==> src/rtl/control_unit_pkg.sv <==
// Shared encodings for the microprogrammed control unit.
package control_unit_pkg;

    localparam int unsigned STATE_W_DEFAULT = 10;

    // Next-state (N) field of the control word.
    typedef enum logic [2:0] {
        N_DISPATCH = 3'd0,
        N_FETCH    = 3'd1,
        N_INC      = 3'd2,
        N_JUMP     = 3'd3,
        N_BRANCH   = 3'd4,
        N_WAIT     = 3'd5,
        N_CALL     = 3'd6,
        N_RETURN   = 3'd7
    } n_sel_e;

    // Test-signal select field of the control word.
    typedef enum logic [1:0] {
        SEL_MOC  = 2'd0,
        SEL_COND = 2'd1,
        SEL_DONE = 2'd2,
        SEL_TRUE = 2'd3
    } sel_e;

endpackage

==> src/rtl/condition_select.sv <==
// Picks the test signal named by the control word and applies the invert bit.
module condition_select
    import control_unit_pkg::*;
(
    input  logic [1:0] select,
    input  logic       inv,
    input  logic       moc,
    input  logic       cond,
    input  logic       done,
    output logic       t
);

    logic t_raw;

    // 4:1 test mux followed by optional inversion.
    always_comb begin
        t_raw = 1'b0;
        unique case (select)
            SEL_MOC:  t_raw = moc;
            SEL_COND: t_raw = cond;
            SEL_DONE: t_raw = done;
            SEL_TRUE: t_raw = 1'b1;
            default:  t_raw = 1'b0;
        endcase
        t = t_raw ^ inv;
    end

endmodule

==> src/rtl/microsequencer.sv <==
// Next-address sequencer: dispatch/fetch/increment/jump/branch/wait/call/return,
// with a bounded wait loop that aborts to ABORT_STATE.
module microsequencer
    import control_unit_pkg::*;
#(
    parameter int unsigned         STATE_W     = STATE_W_DEFAULT,
    parameter logic [STATE_W-1:0]  RESET_STATE = '0,
    parameter logic [STATE_W-1:0]  FETCH_STATE = STATE_W'(1),
    parameter logic [STATE_W-1:0]  ABORT_STATE = STATE_W'(2),
    parameter int unsigned         WAIT_LIMIT  = 15
) (
    input  logic               clk,
    input  logic               rst_n,
    input  logic [2:0]         n_sel,
    input  logic               inv,
    input  logic [1:0]         select,
    input  logic [STATE_W-1:0] cr,
    input  logic [STATE_W-1:0] dispatch_state,
    input  logic               moc,
    input  logic               cond,
    input  logic               done,
    output logic [STATE_W-1:0] current_state,
    output logic [STATE_W-1:0] ret_state,
    output logic               timeout
);

    logic               t;
    logic [STATE_W-1:0] state_q, state_d;
    logic [STATE_W-1:0] ret_q, ret_d;
    logic [7:0]         count_q, count_d;
    logic               timeout_q, timeout_d;
    logic [STATE_W-1:0] state_inc;
    logic               wait_fail;
    logic               abort;

    condition_select u_condition_select (
        .select (select),
        .inv    (inv),
        .moc    (moc),
        .cond   (cond),
        .done   (done),
        .t      (t)
    );

    assign state_inc = state_q + STATE_W'(1);  // wraps modulo 2^STATE_W
    assign wait_fail = (n_sel == N_WAIT) && !t;
    // A passing test on the last allowed cycle wins over the abort.
    assign abort     = wait_fail && (count_q == 8'(WAIT_LIMIT - 1));

    // Next address, return register, wait counter and timeout pulse.
    always_comb begin
        state_d   = state_q;
        ret_d     = ret_q;
        count_d   = 8'd0;
        timeout_d = 1'b0;
        unique case (n_sel)
            N_DISPATCH: state_d = dispatch_state;
            N_FETCH:    state_d = FETCH_STATE;
            N_INC:      state_d = state_inc;
            N_JUMP:     state_d = cr;
            N_BRANCH:   state_d = t ? cr : state_inc;
            N_WAIT:     state_d = t ? cr : state_q;
            N_CALL: begin
                ret_d   = state_inc;
                state_d = cr;
            end
            N_RETURN:   state_d = ret_q;
            default:    state_d = state_q;
        endcase
        if (abort) begin
            state_d   = ABORT_STATE;
            timeout_d = 1'b1;
        end else if (wait_fail) begin
            count_d = count_q + 8'd1;
        end
    end

    // Sequencer state registers with asynchronous reset.
    always_ff @(posedge clk or negedge rst_n) begin
        if (!rst_n) begin
            state_q   <= RESET_STATE;
            ret_q     <= RESET_STATE;
            count_q   <= 8'd0;
            timeout_q <= 1'b0;
        end else begin
            state_q   <= state_d;
            ret_q     <= ret_d;
            count_q   <= count_d;
            timeout_q <= timeout_d;
        end
    end

    assign current_state = state_q;
    assign ret_state     = ret_q;
    assign timeout       = timeout_q;

endmodule

==> config.mk <==
export PLATFORM = sky130hd
export DESIGN_NAME = microsequencer
export DESIGN_NICKNAME = d
export VERILOG_FILES = /design/src/rtl/control_unit_pkg.sv /design/src/rtl/condition_select.sv /design/src/rtl/microsequencer.sv
export SDC_FILE = /design/constraint.sdc
export NUM_CORES = 1
export LEC_CHECK = 0
export CELL_PAD_IN_SITES_DETAIL_PLACEMENT = 0
export CELL_PAD_IN_SITES_GLOBAL_PLACEMENT = 2
export CORE_UTILIZATION = 37
export DETAILED_ROUTE_END_ITERATION = 6
export DONT_BUFFER_PORTS = 1
export PLACE_DENSITY_LB_ADDON = 0.1
export SLEW_MARGIN = 20
export SYNTH_ARGS = -nofsm -noshare
export SYNTH_HDL_FRONTEND = slang
export SYNTH_SLANG_ARGS = --single-unit
==> constraint.sdc <==
create_clock -name clk -period 2.19 [get_ports clk]
set_input_delay 0.219 -clock clk [delete_from_list [all_inputs] [get_ports clk]]
set_output_delay 0.219 -clock clk [all_outputs]
set_load 0.005 [all_outputs]
==> results.tsv <==
stage	metric	value	unit
outcome	status	finished, final reports clean	
placed_design	IO Port Bufs	0	
floorplan	total die area	0.00628	mm²
detailed_routing	Routed WL per cell	19.4	µm
clock_network	CTS Buffer Depth	2	
floorplan	Starting Density	0.391	
timing	endpoints failing hold	0	
cells_and_area	nets@finish	290	
synth	largest area contributor in the synthesized netlist	dfrtp_1	
pwr	Pleak	0.938	nW
detailed_routing	first-pass iteration count of the detailed router	4	
synth	mapped cell area	0.00221	mm²
cells_and_area	area delta synth->final	7.37	%
clock_network	Root Driver	clkbuf_8	
timing	Worst Skew	0.00607	ns
worst_setup_path	CP Data Required Time	2.36	ns
synth	Post-synth EDFFs	0	
global_route	via count of the first global-routing pass	1974	
synth	Synth Warn #	0	
timing	fin crit share	0.870	
clock_network	clk sinks	29	
worst_setup_path	Crit path arrival time	2.08	ns
timing	f_max	525	MHz
synth	ys async rst share	1.00	
worst_setup_path	CP max FO	7	
timing	Tmin final	1.91	ns
worst_hold_path	Hold WC Path Type	in -> reg	
detailed_routing	First DRT Iteration DRCs	82	
cells_and_area	share of cells above drive strength 1	0.0934	
timing	setup TNS	0	ns
worst_setup_path	CP Capture Type	flip-flop	
clock_network	worst skew pair latency	0.28	ns
detailed_routing	drt total wl	6.39	mm
cells_and_area	antenna diode count	0	
timing	Worst-Margin Slew	0.528	ns
synth	top cell type's share of synthesized area	0.329	
global_route	largest net degree at the start of global routing	40	
pwr	VDD IR max	0.345	mV
timing	Final Setup Violations	0	
synth	Top FF cell, synth	dfrtp_1	
detailed_routing	drt drc	0	
clock_network	CTS tree	yes	
timing	relative slew slack	0.648	
synth	top cells by area, synth	dfrtp_1 (33%), a21oi_1 (4.8%), nand3_1 (4.5%)	
timing	Final Slew Violations	0	
floorplan	FP Rows	27	
global_route	GRT overflow	0	
clock_network	CTS HTree Levels	2	
global_route	initial antenna violation count	0	
placed_design	GP Congestion	0.788	
global_route	global-route wire length before repair	10.3	mm
floorplan	Boundary Pins	52	
timing	RSZ-0062 raised after global routing	false	
placed_design	HPWL after DPL	4.71	mm
detailed_routing	final antenna-violating net count	0	
floorplan	die height	79.3	µm
synth	post-synth cell types	58	
worst_setup_path	Worst Setup Start Kind	flip-flop	
clock_network	CTS buffer count	5	
synth	Synth Net Count	294	
synth	register bit total from synthesis	29	
pwr	Power Total	1.51	mW
synth	Post-Syn Instances	260	
clock_network	Resize count post-CTS	0	
clock_network	Worst-path clk slew	0.06	ns
synth	Syn Area/Cell	8.49	µm²
pwr	P per Cell Area	638	mW/mm²
floorplan	placeable core area	0.00564	mm²
floorplan	Horiz. Die Dim	79.3	µm
detailed_routing	routed vias	1963	
detailed_routing	DR vias/cell	5.97	
flow_run	max_cap viols	0	
worst_setup_path	WS Path Type	reg -> reg	
global_route	Tot GR Track Use	0.217	
synth	sequential fraction of the synthesis area	0.329	
clock_network	setup bufs post-CTS	0	
==> cell usage after synthesis (all sizes together), types with 3 or more instances <==
cell,instances
a21oi,21
o2bb2ai,3
and3,3
nand3,20
or3,3
clkbuf,9
a22oi,5
o21ai,13
buf,9
o211ai,3
nor2,19
xnor2,8
xor2,5
mux2i,9
a21o,4
nand2,15
a31oi,7
nand4,4
inv,8
o32ai,3
a221o,4
a211oi,6
mux2,3
nor3,7
ha,3
dfrtp,29
nor2b,3
==> stage by stage <==
step	instance area (µm²)	hold slack [ns]	cells	setup WS, ns	util
floorplan	2210	-0.0766	260	0.386	-
global placement	2260	-0.0760	319	0.312	0.400
detailed placement	2260	-0.0758	319	0.279	0.400
CTS	2370	0.109	329	0.277	0.420
global route	2370	0.128	329	0.164	0.420
finish	2370	0.122	329	0.285	0.420
==> cells by family (layout without fill, tap and decap cells) <==
group                      Yosys count  after routing  share of synthesized area
muxes                               12             12                     0.0578
adders and majority gates            3              3                     0.0170
AOI/OAI and AO/OA                   88             88                      0.278
and+or+nand+nor                     89             89                      0.218
buffers and inverters               26             23                     0.0487
xor gates and xnor gates            13             13                     0.0516
DFF                                 29             29                      0.329
==> critical path: stages, from the launching register on <==
cell and delay (ns):
dfrtp_1 0.41, inv_1 0.07, ha_1 0.14, nand4b_1 0.07, or4_1 0.55, and2_4 0.22, a221o_1 0.34
==> layer usage <==
layer  global-route usage  up-vias  wire, µm
met1                0.287      926      2980
met4               0.0436        0        36
met5                    0        -         0
met2                0.352       52      2980
met3               0.0586        6       393
li1                     -      979         -
==> power breakdown <==
| part | internal (mW) | switching [mW] | leakage [nW] |
|---|---|---|---|
| registers | 0.615 | 0.120 | 0.371 |
| clock network | 0.220 | 0.205 | 0.0450 |
| logic | 0.168 | 0.187 | 0.522 |
==> repair_timing <==
action	CTS	global route
hold buffers	2	0
hold endpoints to repair	29	0
setup endpoints to repair	0	0
==> flip-flops by register name, indices dropped and copies added, names as in the netlist <==
name / count
current_state: 10
timeout: 1
count_q: 8
ret_state: 10
==> final cells by class <==
type                            instances  area (µm²)
Clock buffer                            6        72.6
Sequential cell                        29         726
Tap cell                               72        90.1
Timing Repair Buffer                    7        67.6
Fill cell                             582        3270
Clock inverter                          2        10.0
Multi-Input combinational cell        205        1380
Inverter                                8        30.0
==> path summary, 6_finish.rpt <==
path	slack [ns]	end	cells past startpoint	from
worst min-delay path	0.12	current_state[5]	2	n_sel[0]
worst max-delay path	0.28	current_state[8]	6	count_q[0]
worst min register to register	0.50	count_q[0]	1	count_q[0]
min in group asynchronous	0.38	ret_state[4]	2	rst_n
worst max register to register	0.28	current_state[8]	6	count_q[0]
max in group asynchronous	1.64	ret_state[1]	2	rst_n
==> cell usage in the layout, fill, tap and decap left out, drive strengths merged, types with 7 or more instances in the layout <==
cell and count:
a31oi 7, inv 8, nor2 19, nand2 15
o21ai 13, xnor2 8, a21oi 21, mux2i 9
dfrtp 29, nor3 7, nand3 20
No activity file was read; power rests on OpenSTA's default activity.
